$ cat config.mk
export PLATFORM = sky130hd
export DESIGN_NAME = ram_port_arbiter
export DESIGN_NICKNAME = d
export VERILOG_FILES = /design/src/rtl/ram_arb_pkg.sv /design/src/rtl/rr_arb2.sv /design/src/rtl/ram_port_arbiter.sv
export SDC_FILE = /design/constraint.sdc
export NUM_CORES = 1
export LEC_CHECK = 0
export ABC_AREA = 1
export BUFFER_PORTS_ARGS = -buffer_cell sky130_fd_sc_hd__buf_2
export CAP_MARGIN = 20
export CORE_AREA = 3 3 61 63
export CTS_BUF_LIST = sky130_fd_sc_hd__clkbuf_8
export CTS_CLUSTER_DIAMETER = 150
export DETAILED_ROUTE_END_ITERATION = 10
export DIE_AREA = 0 0 64 66
export PLACE_DENSITY = 0.75
export SYNTH_ARGS = -nofsm -noshare
export SYNTH_HDL_FRONTEND = slang
export SYNTH_SLANG_ARGS = --single-unit
$ cat constraint.sdc
create_clock -name clk -period 1.5 [get_ports clk]
set_input_delay 0.3 -clock clk [delete_from_list [all_inputs] [get_ports clk]]
set_output_delay 0.3 -clock clk [all_outputs]
set_load 0.03 [all_outputs]
$ cat src/rtl/ram_arb_pkg.sv
// Shared types and default widths for the two-requester RAM port arbiter.
// Imported by rr_arb2 and ram_port_arbiter.
package ram_arb_pkg;

    localparam int DEF_DATA_W = 8;
    localparam int DEF_ADDR_W = 3;

    typedef enum logic [1:0] {
        IDLE    = 2'd0,
        ACCESS  = 2'd1,
        CAPTURE = 2'd2
    } arb_state_t;

    // Bit 0 of a grant vector is requester A, bit 1 is requester B.
    typedef enum logic {
        OWN_A = 1'b0,
        OWN_B = 1'b1
    } owner_t;

endpackage

$ cat src/rtl/rr_arb2.sv
// Two-way round-robin grant, purely combinational.
// The previous winner (rr_last) is held by the parent.
module rr_arb2
    import ram_arb_pkg::*;
(
    input  logic [1:0] req,
    input  logic       rr_last,
    input  logic       en,
    output logic [1:0] gnt
);

    always_comb begin
        // NOTE: every always_comb output gets a default first, so no path leaves it unassigned and no latch is inferred.
        gnt = 2'b00;
        if (en) begin
            if (req == 2'b11) begin
                gnt = (owner_t'(rr_last) == OWN_B) ? 2'b01 : 2'b10;
            end else begin
                gnt = req;
            end
        end
    end

endmodule

$ cat src/rtl/ram_port_arbiter.sv
// Shares one single-port RAM (1-cycle registered read) between requesters A and B,
// with round-robin acceptance and a one-cycle response pulse per transaction.
module ram_port_arbiter
    import ram_arb_pkg::*;
#(
    parameter int DATA_W = DEF_DATA_W,
    parameter int ADDR_W = DEF_ADDR_W
) (
    input  logic              clk,
    input  logic              rst,

    input  logic              a_req_valid,
    output logic              a_req_ready,
    input  logic              a_req_we,
    input  logic [ADDR_W-1:0] a_req_addr,
    input  logic [DATA_W-1:0] a_req_wdata,
    output logic              a_rsp_valid,
    output logic [DATA_W-1:0] a_rsp_rdata,

    input  logic              b_req_valid,
    output logic              b_req_ready,
    input  logic              b_req_we,
    input  logic [ADDR_W-1:0] b_req_addr,
    input  logic [DATA_W-1:0] b_req_wdata,
    output logic              b_rsp_valid,
    output logic [DATA_W-1:0] b_rsp_rdata,

    output logic              ram_wr_rd_en,
    output logic [ADDR_W-1:0] ram_addr,
    output logic [DATA_W-1:0] ram_data_in,
    input  logic [DATA_W-1:0] ram_data_out,

    output logic              busy
);

    arb_state_t        state_q,       state_d;
    owner_t            owner_q,       owner_d;
    owner_t            rr_last_q,     rr_last_d;
    logic              ram_we_q,      ram_we_d;
    logic [ADDR_W-1:0] ram_addr_q,    ram_addr_d;
    logic [DATA_W-1:0] ram_data_q,    ram_data_d;
    logic              a_rsp_valid_q, a_rsp_valid_d;
    logic              b_rsp_valid_q, b_rsp_valid_d;
    logic [DATA_W-1:0] a_rsp_rdata_q, a_rsp_rdata_d;
    logic [DATA_W-1:0] b_rsp_rdata_q, b_rsp_rdata_d;
    logic [1:0]        gnt;

    rr_arb2 u_rr_arb2 (
        .req     ({b_req_valid, a_req_valid}),
        .rr_last (rr_last_q),
        .en      (state_q == IDLE),
        .gnt     (gnt)
    );

    always_comb begin
        state_d       = state_q;
        owner_d       = owner_q;
        rr_last_d     = rr_last_q;
        ram_we_d      = ram_we_q;
        ram_addr_d    = ram_addr_q;
        ram_data_d    = ram_data_q;
        a_rsp_valid_d = 1'b0;
        b_rsp_valid_d = 1'b0;
        a_rsp_rdata_d = a_rsp_rdata_q;
        b_rsp_rdata_d = b_rsp_rdata_q;

        case (state_q)
            IDLE: begin
                if (gnt != 2'b00) begin
                    owner_d    = gnt[1] ? OWN_B : OWN_A;
                    rr_last_d  = owner_d;
                    ram_we_d   = gnt[1] ? b_req_we    : a_req_we;
                    ram_addr_d = gnt[1] ? b_req_addr  : a_req_addr;
                    ram_data_d = gnt[1] ? b_req_wdata : a_req_wdata;
                    state_d    = ACCESS;
                end
            end
            ACCESS: begin
                // The RAM commits the write (or registers the read) on this cycle's closing edge.
                ram_we_d = 1'b0;
                if (ram_we_q) begin
                    a_rsp_valid_d = (owner_q == OWN_A);
                    b_rsp_valid_d = (owner_q == OWN_B);
                    state_d       = IDLE;
                end else begin
                    state_d = CAPTURE;
                end
            end
            CAPTURE: begin
                if (owner_q == OWN_A) begin
                    a_rsp_rdata_d = ram_data_out;
                    a_rsp_valid_d = 1'b1;
                end else begin
                    b_rsp_rdata_d = ram_data_out;
                    b_rsp_valid_d = 1'b1;
                end
                state_d = IDLE;
            end
            default: state_d = IDLE;
        endcase
    end

    always_ff @(posedge clk) begin
        // NOTE: non-blocking assignments so every register samples the pre-edge values of the others.
        if (!rst) begin
            state_q       <= IDLE;
            owner_q       <= OWN_A;
            rr_last_q     <= OWN_B;
            ram_we_q      <= 1'b0;
            ram_addr_q    <= '0;
            ram_data_q    <= '0;
            a_rsp_valid_q <= 1'b0;
            b_rsp_valid_q <= 1'b0;
            a_rsp_rdata_q <= '0;
            b_rsp_rdata_q <= '0;
        end else begin
            state_q       <= state_d;
            owner_q       <= owner_d;
            rr_last_q     <= rr_last_d;
            ram_we_q      <= ram_we_d;
            ram_addr_q    <= ram_addr_d;
            ram_data_q    <= ram_data_d;
            a_rsp_valid_q <= a_rsp_valid_d;
            b_rsp_valid_q <= b_rsp_valid_d;
            a_rsp_rdata_q <= a_rsp_rdata_d;
            b_rsp_rdata_q <= b_rsp_rdata_d;
        end
    end

    assign a_req_ready  = gnt[0];
    assign b_req_ready  = gnt[1];
    assign a_rsp_valid  = a_rsp_valid_q;
    assign b_rsp_valid  = b_rsp_valid_q;
    assign a_rsp_rdata  = a_rsp_rdata_q;
    assign b_rsp_rdata  = b_rsp_rdata_q;
    assign ram_wr_rd_en = ram_we_q;
    assign ram_addr     = ram_addr_q;
    assign ram_data_in  = ram_data_q;
    assign busy         = (state_q != IDLE);

endmodule
[Yosys cells after proc, flatten, opt, wreduce, memory -nomap -nowiden]
Index checks and enable logic that the tools add are counted.
Word-level totals
  flip-flop bits (word level): 34
  bits of input ports: 36
  output and inout bits: 33
  word-level logic and storage cells: 41
Cells by class
  equal/unequal tests: 4
  mux-type cells: 18
  bitwise logic cells: 1
  reductions and logical operators: 8
Operators with widths (number)
  $mux 2: 5
  $mux 8: 1
  $reduce_and 2->1: 4
  $mux 1: 7
  $pmux 1 s2: 3
  $reduce_bool 2->1: 3
  $eq 2x2->1 const B: 2
  $pmux 2 s2: 1
  $mux 3: 1
  $eq 2x1->1 const B: 1
  $logic_not 2->1: 1
  $ne 2x2->1 const B: 1
  $not 1->1: 1

[Depth between registers and ports, before layout]
Gate-level depths: netlist of the first run.
  word-level depth: 6
  gate-level depth with buffers: 10
  depth with buffers taken out: 9

[Modules after synthesis]
A second synthesis of the first run with hierarchy kept.
Second synthesis, totals
  cell total of the unflattened synthesis: 225
  area, all modules: 1507.7 sq um
By module, submodules not included
  ram_port_arbiter: instances 1, cells an instance 220, area each 1486.4 sq um, sequential area each 680.7 sq um
  rr_arb2: instances 1, cells an instance 5, area each 21.3 sq um, sequential area each 0.0 sq um

[Worst setup path after synthesis of the first run]
Ideal clock, no wire load.
  path type: register -> output
  start: reg state_q[0]
  end: out b_req_ready
  arrival time: 1205 ps
  data required time: 1200 ps
  path slack: -5 ps
  cell stages (with the launch flop): 8
  buffers on the path: 1
  cell sequence: dfxtp_1 > inv_1 > ha_1 > nand2_2 > clkinv_2 > nand2_4 > buf_6 > inv_1
Between the ends
  longest elaborated chain between the ends: 2
RTL lines
  start: declaration: line ram_port_arbiter.sv:36  | arb_state_t state_q, state_d;
  start signal: assignment: line ram_port_arbiter.sv:117  | state_q <= state_d;
  $logic_not 2->1: line ram_port_arbiter.sv:51  | .en (state_q == IDLE),
  $mux 2: line rr_arb2.sv:15  | if (en) begin
  end: declaration: line ram_port_arbiter.sv:21  | output logic b_req_ready,
Every way passes these cells.

[Worst setup path after layout of the first run]
Same ends and word-level chain as after synthesis.

==> results of run 1 <==
## registers in the layout, summed over array words and instances, names as in the netlist
register / flops
a_rsp_rdata: 8
b_rsp_rdata: 8
ram_data_in: 8
ram_addr: 3
state_q: 2
a_rsp_valid: 1
b_rsp_valid: 1
owner_q: 1
ram_wr_rd_en: 1
rr_last_q: 1
## Yosys cell counts
library cell and n:
buf_4 2, nor4_1 2, clkbuf_1 3, buf_2 2, o21ai_1 2, inv_1 35
nand2_1 28, o21ai_0 26, a21oi_1 4, dfxtp_1 34, nor2_1 36, nand2_4 1
nand4_1 1, nand2_2 3, ha_1 4, buf_6 1, a21boi_0 1, clkinv_2 1
nand3_1 29
## layout make-up
type	count	area, um2
inverters	36	144
repair buffers	83	472
flip-flops and latches	34	683
clock buffers	5	68.8
well taps	46	57.6
clock inverters	3	40.0
multi-input cells	137	679
fillers	318	1140
## routing by layer
layer	track usage, %	vias to the layer above	wire length [um]
met5	0	-	0
met2	32.3	63	1720
met4	8.09	0	72
li1	-	836	-
met3	6.29	8	312
met1	22.2	664	1710
## power groups by stage
| stage | Clock (W) | Combinational, W | Sequential [W] |
|---|---|---|---|
| floorplan | 0 | 0.000348 | 0.00120 |
| global placement | 0 | 0.000688 | 0.00106 |
| detailed placement | 0 | 0.000694 | 0.00106 |
| CTS | 0.000855 | 0.000747 | 0.00104 |
| global route | 0.000892 | 0.000862 | 0.00105 |
| finish | 0.000836 | 0.000782 | 0.00104 |
## worst min-delay path: stages
cell,delay (ns)
buf_2,0.08
o21ai_0,0.08
nor2_1,0.07
## path summary, 6_finish.rpt
check                                            startpoint                     endpoint  slack (ns)  depth (start not counted)
worst min-delay path                        ram_data_out[1]  b_rsp_rdata[1]$_SDFFE_PN0P_        0.28                          3
worst max-delay path                state_q[0]$_SDFFE_PN0P_                  b_req_ready       -0.06                          7
worst min register to register  b_rsp_rdata[1]$_SDFFE_PN0P_  b_rsp_rdata[1]$_SDFFE_PN0P_        0.48                          2
worst max register to register      state_q[0]$_SDFFE_PN0P_  ram_data_in[2]$_SDFFE_PN0P_        0.14                         11
## timing repair
item,CTS,global route
resized for setup,11,6
setup endpoints to repair,3,18
pin swaps,3,2
buffers inserted,5,3
## metrics by stage
| step | hold slack (ns) | cells |
|---|---|---|
| after detailed placement | 0.468 | 328 |
| after floorplan | 0.445 | 215 |
| after global placement | 0.460 | 328 |
| final | 0.275 | 344 |
| after global routing | 0.282 | 344 |
| after CTS | 0.269 | 341 |
## cells by family after synthesis
group | count (synthesis)
adder cells (fa/ha/maj) | 4
flip-flops | 34
AND/OR/NAND/NOR | 100
buffers and inverters | 44
AO/OA/AOI/OAI | 33
==> flow_summary.toml, run 1 <==
[sta]
worst_slack_ns = -0.0593
tightest_slew_ns = 0.335
grt_setup_unrepaired = "true"
finalHoldViolations = 0
setup_tns_ns = -0.0917
fmax_mhz = 641
fin_skew_ns = 0.00237
fin_crit_sh_pct = 104
setup_violations = 2
drv_slew = 0
max_slew_margin_pct = 77.4
finalCriticalPeriod_ns = 1.56

[finish]
final_cell_area_um2 = 2140
areaGrowthSynthToFinish_pct = 41.4
drive_gt1_share_pct = 35.2
layout.nets = 337
mostFrequentLayoutCells = "buf_2 (65), nor2_1 (35), dfxtp_1 (32), inv_1 (31), nand3_1 (29)"
antenna_cells = 0
layout_commonest_cell = "buf_2"
finish.utilization_pct = 65.3

[clocking]
cts_tree = "yes"
cts.sinks = 34
h-tree-depth = 2
cts_root_buffer = "clkbuf_8"
clkLatencyLatePin_ns = 0.29
hold_buffers = 0
clkTransAtPathRegs_ns = 0.07
cts_buffers = 5
clockBufferDepth = 2

[setup_path]
critPathKind = "reg -> out"
worstPathArrival_ns = 1.26
cpMostUsedCell = "nand2_4"
path_buf_inv = 4
critPathLaunchType = "register"
cp_slowest_cell = "dfxtp_2"
cp-end-kind = "primary output"
cpLargestDelayFamily = "flip-flops"
path_cells = "inv_2 > ha_4 > nand2_4 > clkinv_4 > nand2_4 > clkinvlp_4 > buf_6"
cp_max_fo = 3
required_ns = 1.20
worst_path_largest_cell_delay_ns = 0.34

[synthesis]
synth_area_leaders = "dfxtp_1 (45%), nand3_1 (9.6%), nor2_1 (8.9%), inv_1 (8.7%), o21ai_0 (8.6%)"
synth-adder-area-share_pct = 3.30
synth_seq_cells = 34
synth_mux_area_share_pct = 0
synth_top_area_share_pct = 44.9
yosys.area_share.simple_pct = 28.6
synth_compound_area_share_pct = 11.1
ys_warn_count = 0
seq_area_frac_synth_pct = 44.9
syn_avg_cell_area_um2 = 7.05
synth_cells = 215
syn_area_um2 = 1520
synth_xor_area_share_pct = 0
synth_top_family_by_area = "simple AND/OR/NAND/NOR gates"
synth_nets = 255
yosysTopAreaCell = "dfxtp_1"
ys_types = 19

[power]
p_switching_w = 0.000887
intPower_w = 0.00177
ir_worst_vdd_mv = 0.518
pwr-share-seq_pct = 39.1
pwr-share-comb_pct = 29.4
swShare_pct = 33.4
p_leak_nw = 1.21
clock_power_share_pct = 31.4
p_per_area_nw_per_um2 = 1240
p_total_w = 0.00266

[job]
cap_violations = 0

[die]
die_w_um = 64
coreArea_um2 = 3280
die_h_um = 66
start_util_pct = 46.2
io_pins = 69
std_cell_rows = 21
die_area_um2 = 4220

[worst_hold_path]
hold_path_class = "in -> reg"

[placed_design]
dpl_cell_area_um2 = 1930
place_hpwl_um = 2680
place.gp.congestion = 0.803
dpl_worst_slack_ns = 0.0276
io_buffers = 68

[detailed_routing]
ant_nets = 0
routed_wl_um = 3820
drc = 0
first_pass_iters = 4
vias = 1571
vias_per_cell = 4.57
routedWlPerCell_um = 11.1
first_iter_violations = 63

[global_route]
grt_overflow = 0
grt_usage_pct = 19.2
grt_pass1_wl_um = 6220
grt_max_degree = 24
antenna_found_initial = 0
grt_pass1_vias = 1427

[outcome]
violations = "negative setup slack"
outcome = "finished, violations left"
(Power assumes the default switching activity.)
==> inputs of run 2 (changes only) <==
==> constraint.sdc (replaced) <==
create_clock -name clk -period 1.5 [get_ports clk]
set_input_delay 0.3 -clock clk [delete_from_list [all_inputs] [get_ports clk]]
set_output_delay 0.3 -clock clk [all_outputs]
set_load 0.05 [all_outputs]
==> run 2 against run 1 <==
The flow still finishes with violations (negative setup slack). Die area did not move. Global-route usage is 0.30 points lower. Routed wire length down 2.6%. Final cell count is 0.29% lower. Core utilization is 0.57 points higher. Critical path depth unchanged. Combinational power grew 15%. Clock power rose by 20%. Worst setup slack worse by 0.014 ns. Final area increased by 0.87%. Worst hold slack lost 0.0044 ns.
==> flow_summary.toml, run 2 (same netlist as run 1, synthesis figures left out) <==
[outcome]
outcome = "finished, violations left"
violations = "negative setup slack"

[clocking]
h-tree-depth = 2
cts_root_buffer = "clkbuf_8"
cts_tree = "yes"
clkTransAtPathRegs_ns = 0.07
cts.sinks = 34
clockBufferDepth = 2
clkLatencyLatePin_ns = 0.29
cts_buffers = 5

[detailed_routing]
routed_wl_um = 3720
vias = 1600
drc = 0
vias_per_cell = 4.66
routedWlPerCell_um = 10.8
ant_nets = 0
first_pass_iters = 4
first_iter_violations = 62

[sta]
finalHoldViolations = 0
grt_setup_unrepaired = "true"
worst_slack_ns = -0.0733
fmax_mhz = 636
tightest_slew_ns = 0.284
setup_tns_ns = -0.122
fin_skew_ns = 0.00588
finalCriticalPeriod_ns = 1.57
drv_slew = 0
setup_violations = 2
fin_crit_sh_pct = 105
max_slew_margin_pct = 81.1

[global_route]
grt_overflow = 0
grt_pass1_vias = 1473
met1_usage_pct = 20.9
busiest_layer = "met2"
antenna_found_initial = 0
grt_util_met2_pct = 33.3
grt_util_met3_pct = 6.63
grt_usage_pct = 18.9
grt_pass1_wl_um = 6200
grt_max_degree = 24

[power]
ir_worst_vdd_mv = 0.833
p_total_w = 0.00294
p_per_area_nw_per_um2 = 1360
p_leak_nw = 1.21

[die]
start_util_pct = 46.2
std_cell_rows = 21
io_pins = 69
coreArea_um2 = 3280
die_w_um = 64
die_area_um2 = 4220
die_h_um = 66

[setup_path]
rrSetupSlack_ns = 0.12
cp_max_fo = 5
r2r_end = "ram_data_in[5]$_SDFFE_PN0P_"
required_ns = 1.20
critPathKind = "reg -> out"
r2r-start = "state_q[0]$_SDFFE_PN0P_"
r2r_cells = 11
worstPathArrival_ns = 1.27
critPathLaunchType = "register"
cp-end-kind = "primary output"

[worst_hold_path]
holdPathEnd = "b_rsp_rdata[6]$_SDFFE_PN0P_"
min_from = "ram_data_out[6]"
hold_path_class = "in -> reg"
holdPathStages = 3

[placed_design]
place_hpwl_um = 2690
io_buffers = 68
dpl_cell_area_um2 = 1940
dpl_worst_slack_ns = -0.0293
place.gp.congestion = 0.768

[finish]
fillCellCount = 300
finish.utilization_pct = 65.9
antenna_cells = 0
layout_commonest_cell = "buf_2"
drive_gt1_share_pct = 34.3
final_cell_area_um2 = 2160
mostFrequentLayoutCells = "buf_2 (65), nor2_1 (35), inv_1 (32), dfxtp_1 (32), nand3_1 (29)"
layout.nets = 336
areaGrowthSynthToFinish_pct = 42.7

[job]
cap_violations = 0
-- run 2: cell count changes in the layout (fill, tap and decap cells not counted) --
| cell | delta |
|---|---|
| nand2_1 | +1 |
| inv_1 | +1 |
| buf_4 | -1 |
| inv_2 | -1 |
| o21ai_1 | +1 |
| clkbuf_4 | +1 |
| buf_8 | +1 |
| clkinv_4 | +1 |
| nand2_2 | -1 |
| buf_6 | -2 |
| o21ai_0 | -1 |
| clkinv_2 | -2 |
| bufinv_16 | +1 |
-- run 2: final cells by class --
| class | count | area (um2) | area share, % |
|---|---|---|---|
| Clock buffer | 5 | 68.8 | 3.18 |
| Clock inverter | 3 | 68.8 | 3.18 |
| Inverter | 36 | 144 | 6.65 |
| Multi-Input combinational cell | 137 | 677 | 31.3 |
| Sequential cell | 34 | 683 | 31.6 |
| Tap cell | 46 | 57.6 | 2.66 |
| Timing Repair Buffer | 82 | 464 | 21.5 |
-- run 2: repair_timing --
action                     in CTS  in global routing
cloned                          0                  0
gates resized for setup        11                  2
pin swaps                       3                  2
setup endpoints to repair       6                 15
setup buffers                   6                  1
hold buffers                    0                  0
-- run 2: metrics by stage --
stage | hold WS (ns) | std cells
2_1_floorplan | 0.445 | 215
3_3_place_gp | 0.458 | 329
3_5_place_dp | 0.468 | 329
4_1_cts | 0.264 | 343
5_1_grt | 0.279 | 343
6_report | 0.271 | 343
-- run 2: report_power, final --
group          total, W  internal [W]  leakage (nW)  switching [W]
registers       0.00104      0.000992         0.279      0.0000465
clock network   0.00100      0.000665        0.0683       0.000337
logic          0.000899      0.000282         0.867       0.000617
total           0.00294       0.00194          1.21        0.00100
-- run 2: per-layer routing --
metal,up-vias,wire (um)
met3,4,324
li1,836,-
met1,694,1600
met4,0,41
met2,66,1750
met5,-,0
-- run 2: worst max-delay path by stage --
stage | from | end | slack, ns | cells past startpoint
finish | state_q[0]$_SDFFE_PN0P_ | b_req_ready | -0.07 | 7
global route | state_q[0]$_SDFFE_PN0P_ | b_req_ready | -0.13 | 7
CTS | state_q[0]$_SDFFE_PN0P_ | b_req_ready | -0.08 | 7
detailed placement | state_q[0]$_SDFFE_PN0P_ | ram_data_in[2]$_SDFFE_PN0P_ | -0.03 | 8
global placement | state_q[0]$_SDFFE_PN0P_ | ram_data_in[0]$_SDFFE_PN0P_ | 0.05 | 8
floorplan | state_q[0]$_SDFFE_PN0P_ | b_req_ready | 0.006 | 7
-- run 2: critical path, cell delays in order (launching register included) --
cell	delay, ns
dfxtp_2	0.33
inv_2	0.05
ha_4	0.18
nand2_4	0.08
clkinv_4	0.05
nand2_4	0.07
clkinvlp_4	0.08
buf_8	0.15
